File: config.mk
export PLATFORM = sky130hd
export DESIGN_NAME = display_mux
export DESIGN_NICKNAME = d
export VERILOG_FILES = /design/src/rtl/display_pkg.sv /design/src/rtl/display_mux.sv
export SDC_FILE = /design/constraint.sdc
export NUM_CORES = 1
export LEC_CHECK = 0
export ABC_AREA = 0
export BUFFER_PORTS_ARGS = -buffer_cell sky130_fd_sc_hd__buf_2
export CAP_MARGIN = 20
export CORE_MARGIN = 1
export CORE_UTILIZATION = 51
export DETAILED_ROUTE_END_ITERATION = 10
export PLACE_DENSITY_LB_ADDON = 0.2
export SYNTH_ARGS = -nofsm -noshare
export SYNTH_HDL_FRONTEND = slang
export SYNTH_SLANG_ARGS = --single-unit
export TNS_END_PERCENT = 30
File: constraint.sdc
create_clock -name clk -period 2.8 [get_ports clk]
set_input_delay 0.14 -clock clk [delete_from_list [all_inputs] [get_ports clk]]
set_output_delay 0.14 -clock clk [all_outputs]
set_load 0.02 [all_outputs]
File: src/rtl/display_pkg.sv
// rtl/display_pkg.sv - shared types for the 7-segment display path
package display_pkg;

    // Multiplexer phase. BLANK states keep both anodes dark between digits.
    typedef enum logic [2:0] {
        IDLE   = 3'd0,
        DIG0   = 3'd1,
        BLANK0 = 3'd2,
        DIG1   = 3'd3,
        BLANK1 = 3'd4
    } state_t;

    // One hex digit on the shared digit bus.
    typedef logic [3:0] digit_t;

endpackage

File: src/rtl/display_mux.sv
// rtl/display_mux.sv - two-digit time multiplexer with blanking and registered sum
//
// Purpose: alternates digits a and b onto the shared digit bus s, driving one
// active-low anode enable per digit, with an optional dark gap between digits.
// Also registers a + b for the LED bank.
//
// Ports:
//   clk    - system clock, rising edge
//   reset  - synchronous, active-low reset
//   a      - digit 0 value (left display)
//   b      - digit 1 value (right display)
//   s      - digit value to display_controller
//   en0_n  - anode enable digit 0, active-low
//   en1_n  - anode enable digit 1, active-low
//   sum    - registered a + b
module display_mux
    import display_pkg::*;
#(
    parameter int DIG_CYCLES   = 4096,
    parameter int BLANK_CYCLES = 64
) (
    input  logic       clk,
    input  logic       reset,
    input  digit_t     a,
    input  digit_t     b,
    output digit_t     s,
    output logic       en0_n,
    output logic       en1_n,
    output logic [4:0] sum
);

    localparam int MAX_CYCLES = (DIG_CYCLES > BLANK_CYCLES) ? DIG_CYCLES : BLANK_CYCLES;
    localparam int CNT_W      = $clog2(MAX_CYCLES + 1);

    localparam logic [CNT_W-1:0] DIG_LAST   = CNT_W'(DIG_CYCLES - 1);
    localparam logic [CNT_W-1:0] BLANK_LAST = CNT_W'((BLANK_CYCLES > 0) ? BLANK_CYCLES - 1 : 0);

    // With no blanking the DIG states hand over directly to each other.
    localparam state_t AFTER_DIG0 = (BLANK_CYCLES == 0) ? DIG1 : BLANK0;
    localparam state_t AFTER_DIG1 = (BLANK_CYCLES == 0) ? DIG0 : BLANK1;

    state_t           r_state;
    state_t           w_next;
    logic [CNT_W-1:0] r_cnt;
    digit_t           r_dreg;
    logic [4:0]       r_sum;
    logic             w_enter_dig0;
    logic             w_enter_dig1;

    always_comb begin
        w_next = r_state;
        case (r_state)
            IDLE:    w_next = DIG0;
            DIG0:    if (r_cnt == DIG_LAST)   w_next = AFTER_DIG0;
            BLANK0:  if (r_cnt == BLANK_LAST) w_next = DIG1;
            DIG1:    if (r_cnt == DIG_LAST)   w_next = AFTER_DIG1;
            BLANK1:  if (r_cnt == BLANK_LAST) w_next = DIG0;
            default: w_next = IDLE;
        endcase
    end

    // The digit register only samples on entry, so input changes during a
    // phase wait until that digit is next selected.
    assign w_enter_dig0 = (w_next == DIG0) && (r_state != DIG0);
    assign w_enter_dig1 = (w_next == DIG1) && (r_state != DIG1);

    always_ff @(posedge clk) begin
        if (!reset) begin
            r_state <= IDLE;
            r_cnt   <= '0;
            r_dreg  <= '0;
            r_sum   <= '0;
        end else begin
            r_state <= w_next;
            r_cnt   <= (w_next != r_state) ? '0 : r_cnt + CNT_W'(1);
            if (w_enter_dig0) begin
                r_dreg <= a;
            end else if (w_enter_dig1) begin
                r_dreg <= b;
            end
            r_sum <= {1'b0, a} + {1'b0, b};
        end
    end

    // Enables decode from a single registered state, so both can never be low.
    assign s     = r_dreg;
    assign en0_n = (r_state != DIG0);
    assign en1_n = (r_state != DIG1);
    assign sum   = r_sum;

endmodule

After elaboration in Yosys (flattened, before gate mapping)
Cells that the tools add are included.
{"block": "word_totals", "reg_bits": 25, "inputBits": 10, "elab_cells": 30}
{"block": "classes", "add_sub_neg": 2, "n_eq_ne": 11, "mux": 7, "bitwise": 1, "n_reduce_logical": 5}
{"op": "$pmux 3 s5", "n": 1}
{"op": "$add 13x1->13 const B", "n": 1}
{"op": "$eq 13x12->1 const B", "n": 1}
{"op": "$eq 13x6->1 const B", "n": 1}
{"op": "$mux 3", "n": 4}
{"op": "$eq 3x2->1 const B", "n": 3}
{"op": "$mux 4", "n": 2}
{"op": "$eq 3x1->1 const B", "n": 2}
{"op": "$add 4x4->5", "n": 1}
{"op": "$eq 3x3->1 const B", "n": 1}
{"op": "$logic_not 3->1", "n": 1}
{"op": "$ne 3x1->1 const B", "n": 1}
{"op": "$ne 3x2->1 const B", "n": 1}
{"op": "$ne 3x3->1", "n": 1}
{"op": "$logic_and 1x1->1", "n": 2}
{"op": "$reduce_bool 2->1", "n": 1}
{"op": "$reduce_or 2->1", "n": 1}
{"op": "$not 1->1", "n": 1}

Logic depth before layout (Yosys ltp)
Gate-level depths: netlist of run 1.
{"block": "logic_depth", "word_depth": 7, "depth_mapped": 6}

Worst setup path after synthesis of run 1
Ideal clock, no wire load.
{"block": "synth_timing", "path_kind": "reg-to-reg", "from": "register r_cnt[0]", "to": "register r_state[1]", "setup_time_ps": 86, "t_arrival_ps": 1892, "required_ps": 2714, "path_slack_ps": 823, "stages_incl_launch_ff": 6, "path_buffers": 0, "period_less_slack_ps": 1977, "path_cell_list": "dfxtp_1 > ha_1 > nand3_4 > or4_4 > or4_1 > a211oi_1"}
{"block": "synth_via", "elab_chain_len": 3, "word_cells_on_any_way": 7, "classes_between": "eq/ne (2); mux (5)"}
{"item": "start: declaration", "line_no": "display_mux.sv:44", "text": "logic [CNT_W-1:0] r_cnt;"}
{"item": "start signal: assignment", "line_no": "display_mux.sv:75", "text": "r_cnt <= (w_next != r_state) ? '0 : r_cnt + CNT_W'(1);"}
{"item": "$eq 13x6->1 / $eq 13x12->1 (equally long branches)"}
{"item": "$mux 3 (on tied branches)"}
{"item": "$pmux 3 s5 (*)", "line_no": "display_mux.sv:52", "text": "case (r_state)"}
{"item": "end signal: assignment", "line_no": "display_mux.sv:74", "text": "r_state <= w_next;"}
{"item": "end: declaration", "line_no": "display_mux.sv:42", "text": "state_t r_state;"}
Mark *: on every way between the ends. The rest lies on a longest branch, timed or not.
A chain may end at the register's enable or synchronous reset.

Final worst setup path of run 1
Ends and elaborated chain as after synthesis.

==> results.txt, run 1 <==
* Synthesized area divided by synthesized cell count: 9.25 sq um
- Proportion of layout cells with a drive suffix above 1: between 20% and 30%
- Final worst path period need: 2.15 ns
- Count of antenna-violating nets left after detailed routing: 0
* Gate count of the mapped netlist: 143
* Port bufs: 20
- For this run, the number of Yosys warnings is 0.
* Cell-by-cell listing of the critical path: ha_1, nand3_4, or4_4, or4_1, a211oi_1
- For met1 alone, demand over resource in global routing was between 20 and 30%.
- Among all stages on the critical path, the largest delay is contributed by sky130_fd_sc_hd__or4_4.
- Iter 0 DRT Violations: 15
- The analysis attributes to cell leakage a power of approximately 0.51 nW.
* Setup Total Neg Slack: 0 ns
- The number of different library cells used by synthesis comes to 37.
- Source-to-sink clock delay at the later pin of the worst-skew pair: between 0.3 and 0.4 ns
* Met2 GRT Util: 37.1%
* Antenna violations before repair: 0
* DP Wirelength: around 1900 microns
- Routed vias/inst: around 5.9
* Overall die height: about 53 microns
* Number of pins exceeding their max-slew limit in the final report: 0
- Count of endpoints failing hold in the final timing report: 0
- Root buf cell: sky130_fd_sc_hd__clkbuf_4
- Yosys mapped a number of flops with a built-in enable equal to 0.
- Kind of critical path: reg2reg
- Tcrit/Tclk final: 76.9%
- Vias in the first global route: approximately 1000
- The floorplan step defined a die boundary enclosing 2800 sq um.
* NumNets Final: between 150 and 200
- Wire length per cell: 13.6 microns
- In this run the worst hold path is classified as in2reg.
- Summed over all layers, the global routing overflow is 0.
- Final weighted congestion of routability-driven global placement: approximately 0.83
- Detailed-route DRC error count: 0
* Die width: around 53 microns
- The first global-routing pass estimated between 4000 and 5000 microns of wire.
- Most instantiated flip-flop cell in the synthesis netlist: sky130_fd_sc_hd__dfxtp_1
* Area overhead of the layout relative to synthesis: 10.8%
- Total global-route track usage: about a fifth
- Critical Path Start Type: flop
- In this run the tightest slew margin relative to its limit is between 50 and 60%.
* Largest net degree at the start of global routing: 21
* Critical Path AT: 2.38 ns
- Area of the multi-input gates: 759 sq um
- Slowest stage delay, CP: around 0.57 ns
- Async set-or-reset flop fraction in the synthesized netlist: 0%
* Total nets after synthesis: around 160
* Post-CTS Setup Repair Bufs: 0
- Number of buffers added by the clock tree synthesis step: 3
- In this run the cell area of the synthesized design comes to approximately 1300 sq um.
- The clock passes through at most 2 buffers.
- Result of the run: complete, no violations
- Worst ir drop on vdd: approximately 270 uV
- Once layout is complete, the utilization of the core stands at about three fifths.
- RSZ-0062 raised after global routing: no
- Post-synthesis register bit count: 25
* Number of hold-repair buffers added at the cts stage: 0
* Worst slew pin tran: 0.619 ns
- Highest attainable clock frequency: approximately 0.46 GHz
- After floorplanning, the core was divided into 18 placement rows.
- Clock-pin slew was measured on the worst setup and hold paths at about 0.13 ns.
* Sequential fraction of the synthesis area: between 30% and 40%
* Total of endpoints with negative setup slack in the final report: 0
- Counting the fill cells in the layout gives 212.
* Total I/O pin count: 21
* Crit end category: flop
- Core region area: about 2500 sq um
- Max-cap violations in this run came to 0.
- Leading cell type in the layout, fill and taps excluded: sky130_fd_sc_hd__dfxtp_1
- TritonCTS clock tree: done
- Summing all flip-flop and latch instances after layout gives approximately 500 sq um.
- In this run the number of H-tree levels came out at 1.
* Met3 Resource Use GR: 2.59%
* Starting Density: a little over half
* Total routed wirelength: ~2600 microns
- The global routing stage identified its most utilized layer as met2.
* Vias after detailed routing: 1132
- Most used cells in the layout excluding fill and tap cells: 25 x sky130_fd_sc_hd__dfxtp_1, 20 x sky130_fd_sc_hd__buf_2, 14 x sky130_fd_sc_hd__a211oi_1
* Clk_skew: about 0.0046 ns
- The number of antenna diodes in the final layout is 0.
- Clock tree synthesis found a total of 25 sinks.
- For this run, the detailed router's first-pass iteration total came to 4.
* Resized Gates After CTS: 0
- Data required time at the worst endpoint: ~3.0 ns
- Dividing total power by cell area gives a power density of ~430 nW/um^2.
- Of all nets on the critical path, the largest fanout is 8.
-- stage by stage --
stage / std cells / hold WS [ns] / setup slack (ns) / instance area (sq um) / total power, mW
after floorplan: 143 / 0.262 / 0.823 / 1320 / 0.451
after global placement: 188 / 0.420 / 0.753 / 1440 / 0.482
after detailed placement: 188 / 0.427 / 0.687 / 1440 / 0.486
after CTS: 192 / 0.0822 / 0.648 / 1470 / 0.642
after global routing: 192 / 0.0997 / 0.546 / 1470 / 0.664
final: 192 / 0.0943 / 0.648 / 1470 / 0.635
-- Yosys cell counts, types with 4 or more instances --
cell,instances,area share (%)
sky130_fd_sc_hd__inv_1,9,2.6
sky130_fd_sc_hd__ha_1,5,4.7
sky130_fd_sc_hd__a21oi_1,4,1.5
sky130_fd_sc_hd__o41ai_1,4,2.6
sky130_fd_sc_hd__xnor2_1,8,5.3
sky130_fd_sc_hd__a31oi_1,4,1.9
sky130_fd_sc_hd__o21ai_0,5,1.9
sky130_fd_sc_hd__nand3_1,10,3.8
sky130_fd_sc_hd__a211oi_1,14,7.9
sky130_fd_sc_hd__nand2_1,4,1.1
sky130_fd_sc_hd__nor3_1,4,1.5
sky130_fd_sc_hd__xor2_1,5,3.3
sky130_fd_sc_hd__nor2_1,7,2.0
sky130_fd_sc_hd__dfxtp_1,25,38
-- flip-flops by register name, indices dropped and copies added (netlist names) --
signal / flops
s: 4
sum: 5
r_state: 3
r_cnt: 13
-- critical path: cells and delay by family (launching register included) --
family / cells / cell delay [ns]
AO/OA/AOI/OAI: 1 / 0.24
adder cells (fa/ha/maj): 1 / 0.30
flip-flops: 1 / 0.39
AND/OR/NAND/NOR: 3 / 1.15
-- worst paths after layout --
path | startpoint | endpoint | slack [ns] | depth (start not counted)
setup / recovery | r_cnt[0]$_SDFF_PP0_ | r_state[1]$_SDFF_PN0_ | 0.65 | 5
hold reg to reg | r_cnt[0]$_SDFF_PP0_ | r_cnt[0]$_SDFF_PP0_ | 0.50 | 1
setup reg to reg | r_cnt[0]$_SDFF_PP0_ | r_state[1]$_SDFF_PN0_ | 0.65 | 5
hold / removal | reset | s[1]$_SDFFE_PN0P_ | 0.09 | 3
-- cell families after synthesis --
| kind of cell | count (synthesis) | synth area share [%] |
|---|---|---|
| flops | 25 | 37.8 |
| compound gates | 36 | 19.5 |
| fa+ha+maj | 6 | 6.24 |
| xor+xnor | 13 | 8.61 |
| simple gates | 48 | 23.1 |
| buf+inv | 15 | 4.73 |
-- per-layer routing --
layer | vias up | wire [microns]
met5 | - | 0
met4 | 0 | 13
li1 | 570 | -
met3 | 2 | 113
met1 | 529 | 1220
met2 | 31 | 1260
-- layout make-up --
cell class	instances	share of cell area, %
multi-input combinational	103	51.8
timing repair buffer	21	7.34
sequential	25	34.2
inverter	9	2.31
tap	30	2.56
clock buffer	4	1.79
-- power by group --
group | switching (mW) | total (mW) | leakage, nW | internal [mW]
logic | 0.0623 | 0.0996 | 0.296 | 0.0373
clock network | 0.102 | 0.157 | 0.0150 | 0.0555
registers | 0.00694 | 0.378 | 0.204 | 0.371
Power figures use the tool's default switching activity.
==> run 2, diff against run 1 <==
--- a/config.mk
+++ b/config.mk
@@ -5,11 +5,11 @@
 export SDC_FILE = /design/constraint.sdc
 export NUM_CORES = 1
 export LEC_CHECK = 0
-export ABC_AREA = 0
+export ABC_AREA = 1
 export BUFFER_PORTS_ARGS = -buffer_cell sky130_fd_sc_hd__buf_2
 export CAP_MARGIN = 20
 export CORE_MARGIN = 1
-export CORE_UTILIZATION = 51
+export CORE_UTILIZATION = 50
 export DETAILED_ROUTE_END_ITERATION = 10
 export PLACE_DENSITY_LB_ADDON = 0.2
 export SYNTH_ARGS = -nofsm -noshare
==> constraint.sdc (replaced) <==
create_clock -name clk -period 1.9 [get_ports clk]
set_input_delay 0.095 -clock clk [delete_from_list [all_inputs] [get_ports clk]]
set_output_delay 0.095 -clock clk [all_outputs]
set_load 0.02 [all_outputs]
==> run 2 against run 1 <==
Compared with the run above: non-clock buffer count grew 2; setup slack lost 0.51 ns; synthesized cell count grew 17%; sequential power grew 46%; hold slack lost 0.068 ns; global-route usage shrank 2.3 points; first-iteration DRC count shrank 47%; fmax grew 22%; sequential share of layout area shrank 2.9 points; die area grew 8.1%; critical endpoint is now r_cnt[2]$_SDFF_PP0_; total power grew 49%.
==> results.txt, run 2 <==
* Die width: 55.0 microns (+4.0%)
* Number of buffers added by the clock tree synthesis step: 3 (unchanged)
- r_cnt holds more flip-flops than any other register.
* Tcrit/Tclk final: 93.0% (+16 points)
- The library cells used most frequently in the layout, excluding fill and tap cells, are 28 x sky130_fd_sc_hd__nor2_1, 23 x sky130_fd_sc_hd__dfxtp_1, 21 x sky130_fd_sc_hd__nand2_1.
- The number of flip-flops under the largest register name was 13 (unchanged).
* Total of endpoints with negative setup slack in the final report: 0 (unchanged)
* Starting Density: 54.8% (+0.90 points)
- Setup Total Neg Slack: 0 ns (unchanged)
* Final weighted congestion of routability-driven global placement: 0.843 (+0.95%)
* Data required time at the worst endpoint: 2.17 ns (-0.86 ns)
* Net switching share of the total power: 28.0% (+1.1 points)
- Leading cell type in the layout, fill and taps excluded: sky130_fd_sc_hd__nor2_1
- The number of search-and-repair iterations in the first detailed-routing pass is 5 (+1).
- The area inside the core boundary is 2570 sq um (+4.6%).
* Placed cells: 220 (+17%)
- The post-synthesis cell area was 1410 sq um (+6.3%).
* Worst ir drop on vdd: 469 uV (+72%)
- Crit path max fanout: 9 (+1)
- Final hold slack: 0.0261 ns (-0.0681 ns)
* Port bufs: 20 (unchanged)
- Net switching power figure: 0.265 mW (+55%)
- CTS placed an instance of sky130_fd_sc_hd__clkbuf_4 at the clock tree root.
- The slowest stage of the critical path is the sky130_fd_sc_hd__dfxtp_2 cell.
- The total of fill cells in the finished design was 234 (+10%).
* DP Wirelength: 2040 microns (+7.4%)
- The violation count after the first detailed-route iteration is 8 (-7).
- TritonCTS clock tree: done
- Summed over all instances, the cell type with the most area after synthesis is sky130_fd_sc_hd__dfxtp_1.
- The power share of the clock group was 26.0% (+1.2 points).
- The post-layout utilization of the core came to 62.7% (+3.0 points).
* Cells on Worst Hold Path: 3 (unchanged)
- The largest net degree at the start of global routing is 15 (-29%).
- Proportion of layout cells with a drive suffix above 1: 30.9% (+11 points)
- The antenna diode count came to 0 (unchanged).
* EDFF count, synth: 0 (unchanged)
- Async set-or-reset flop fraction in the synthesized netlist: 0% (unchanged)
- The number of nets produced by synthesis came to 184 (+16%).
* Most frequent cell on the critical path: sky130_fd_sc_hd__nor2_4
- Vias after detailed routing: 1119 (-1.1%)
- Overall die height: 55.0 microns (+4.0%)
- The worst register-to-register path begins at r_cnt[0]$_SDFF_PP0_.
- The worst setup skew after layout came to 0.00276 ns (-0.00188 ns).
- The synthesized instance count was 168 (+17%).
- The run finished with clean final reports.
- Most instantiated flip-flop cell in the synthesis netlist: sky130_fd_sc_hd__dfxtp_1
- Count of non-filler cells in the finished layout: 224 (+17%)
- The total of cells resized after clock tree synthesis came to 0 (unchanged).
- The clock latency of the later-clocked register in the worst-skew pair is 0.33 ns (+0.02 ns).
- The worst hold path terminates at sum[0]$_SDFF_PN0_.
* Congestion Overflow GR: 0 (unchanged)
- The leakage dissipation was 0.714 nW (+39%).
- The count of different cell masters after synthesis came to 28 (-24%).
- The synthesized area per cell is 8.37 sq um (-9.5%).
* Worst slew pin tran: 0.321 ns (-0.298 ns)
* NumNets Final: 211 (+18%)
- Slowest stage delay, CP: 0.37 ns (-0.20 ns)
- The post-CTS clock slew at the launch and capture registers of the worst setup and hold paths is 0.14 ns (about the same).
* Top area cells in the synthesized netlist: sky130_fd_sc_hd__dfxtp_1 36%, sky130_fd_sc_hd__nor2_4 12%, sky130_fd_sc_hd__nor2_1 7.5%
- Area overhead of the layout relative to synthesis: 14.4%
* Post-synthesis register bit count: 25 (unchanged)
- The global-route wire length before repair came to 3950 microns (-7.4%).
- The min-delay analysis places its worst path in the category in2reg.
- Routed vias/inst: 5.00 (-15%)
- The count of warnings emitted by yosys was 0 (unchanged).
- The placement row count is 18 (unchanged).
- Kind of critical path: reg2reg
- Number of hold-repair buffers added at the cts stage: 0 (unchanged)
- The endpoint identified for the worst register-to-register timing path is r_cnt[2]$_SDFF_PP0_.
* Sequential fraction of the synthesis area: 35.6% (-2.3 points)
- The power density of the placed cells is 587 nW/um^2 (+35%).
* Count of endpoints failing hold in the final timing report: 0 (unchanged)
- The number of antenna violations at the first check in global routing was 0 (unchanged).
* Minimum setup slack among reg-to-reg paths: 0.13 ns (-0.51 ns)
* Count of antenna-violating nets left after detailed routing: 0 (unchanged)
* Detailed-route DRC error count: 0 (unchanged)
- The number of clock sinks is 25 (unchanged).
* Critical Path AT: 2.04 ns (-0.34 ns)
* Origin of the worst min-delay path: reset
- After synthesis, the most frequently instantiated cells are 28 x sky130_fd_sc_hd__nor2_1, 25 x sky130_fd_sc_hd__dfxtp_1, 21 x sky130_fd_sc_hd__nand2_1.
- The reported max-cap violation count was 0 (unchanged).
* Cells on worst reg2reg path: 12 (+7)
- Wire length per cell: 11.2 microns (-18%)
* Total routed wirelength: 2510 microns (-3.8%)
- The signal on the critical path passes through ha_2, nand3_4, nor2_4, nand3_1, nand2_2, nand2_4, inv_4, nor2_4, nor2_4, nand3_4, buf_12, nor2_1.
* Final worst path period need: 1.77 ns (-0.385 ns)
- The die footprint is 3030 sq um (+8.1%).
* Total global-route track usage: 18.3% (-2.3 points)
- The number of top-level pins is 21 (unchanged).
- The maximum operating frequency was 0.566 GHz (+22%).
- The via count of the first global-routing pass was 1022 (+0.49%).
* Part of the total power dissipated in sequential elements: 58.6% (-0.9 points)
- Crit end category: flop
- Top cell type's share of synthesized area: 35.6% (-2.3 points)
- STA classifies the critical path startpoint as a flop.
- RSZ-0062 raised after global routing: no
- Internal power consumption: 0.679 mW (+46%)
- Number of pins exceeding their max-slew limit in the final report: 0 (unchanged)
* Cell with the most instances after synthesis: sky130_fd_sc_hd__nor2_1
- Post-CTS Setup Repair Bufs: 0 (unchanged)
- The fraction of power consumed by combinational cells was 15.4% (-0.3 points).
* Largest buffer count on any clock path: 2 (unchanged)
- The normalized max-slew margin came to 78.3% (+20 points).
- The number of levels the H-tree was split into came to 1 (unchanged).
## run 2: cell types whose count changed in the layout (fill, tap and decap cells not counted), sizes merged, moves of 4 or more
cell,previous run,this run
a211oi,14,0
a31oi,4,0
inv,9,23
nand2,5,26
nand4,1,5
nor2,7,43
nor4,4,0
o21ai,6,2
o41ai,5,1
or4,4,0
xnor2,8,4
## run 2: how the worst max path moves through the flow
| stage | startpoint | endpoint | slack, ns | cells after the start |
|---|---|---|---|---|
| finish | r_cnt[0]$_SDFF_PP0_ | r_cnt[2]$_SDFF_PP0_ | 0.13 | 12 |
| global route | r_cnt[0]$_SDFF_PP0_ | r_cnt[10]$_SDFF_PP0_ | 0.02 | 12 |
| CTS | r_cnt[0]$_SDFF_PP0_ | s[0]$_SDFFE_PN0P_ | 0.02 | 12 |
| detailed placement | r_cnt[0]$_SDFF_PP0_ | s[0]$_SDFFE_PN0P_ | 0.05 | 12 |
| global placement | r_cnt[0]$_SDFF_PP0_ | r_cnt[7]$_SDFF_PP0_ | 0.15 | 11 |
| floorplan | r_cnt[0]$_SDFF_PP0_ | r_cnt[8]$_SDFF_PP0_ | 0.22 | 11 |
## run 2: critical path: cells and delay by family (launching register included)
family / cells / cell delay [ns]
flops: 1 / 0.37
simple gates: 9 / 0.90
buf+inv: 2 / 0.23
fa+ha+maj: 1 / 0.22
## run 2: area by class of cell
type                       instances  area [sq um]  area share, %
multi-input combinational        118           801           49.8
sequential                        25           503           31.3
timing repair buffer              23           148           9.18
inverter                          24          92.6           5.75
tap                               30          37.5           2.33
clock buffer                       3          22.5           1.40
clock inverter                     1          5.00          0.311
## run 2: stage by stage
| step | power (mW) | cell area, sq um | setup WS [ns] |
|---|---|---|---|
| after floorplan | 0.659 | 1410 | 0.219 |
| after global placement | 0.706 | 1570 | 0.148 |
| after detailed placement | 0.711 | 1570 | 0.0512 |
| after CTS | 0.955 | 1600 | 0.0215 |
| after global routing | 0.980 | 1610 | 0.0183 |
| final | 0.944 | 1610 | 0.133 |
## run 2: power groups by stage
stage               clock network [mW]  logic, mW  registers (mW)
floorplan                            0     0.0743           0.585
global placement                     0      0.143           0.563
detailed placement                   0      0.147           0.564
CTS                              0.255      0.147           0.552
global route                     0.263      0.162           0.555
finish                           0.246      0.146           0.553
## run 2: logic make-up after synthesis
kind of cell    count (synthesis)  synth area share, %
compound gates                 12                 5.25
xor+xnor                       10                 6.23
fa+ha+maj                       6                 5.87
buf+inv                        25                 8.01
flops                          25                 35.6
simple gates                   90                 39.1
## run 2: per-layer routing
metal	track usage, %	share of wire, %	up-vias
li1	-	-	585
met3	2.73	2.6	5
met1	19.9	45	509
met2	34.1	50	20
met4	8.75	2.1	0
met5	0	0	-
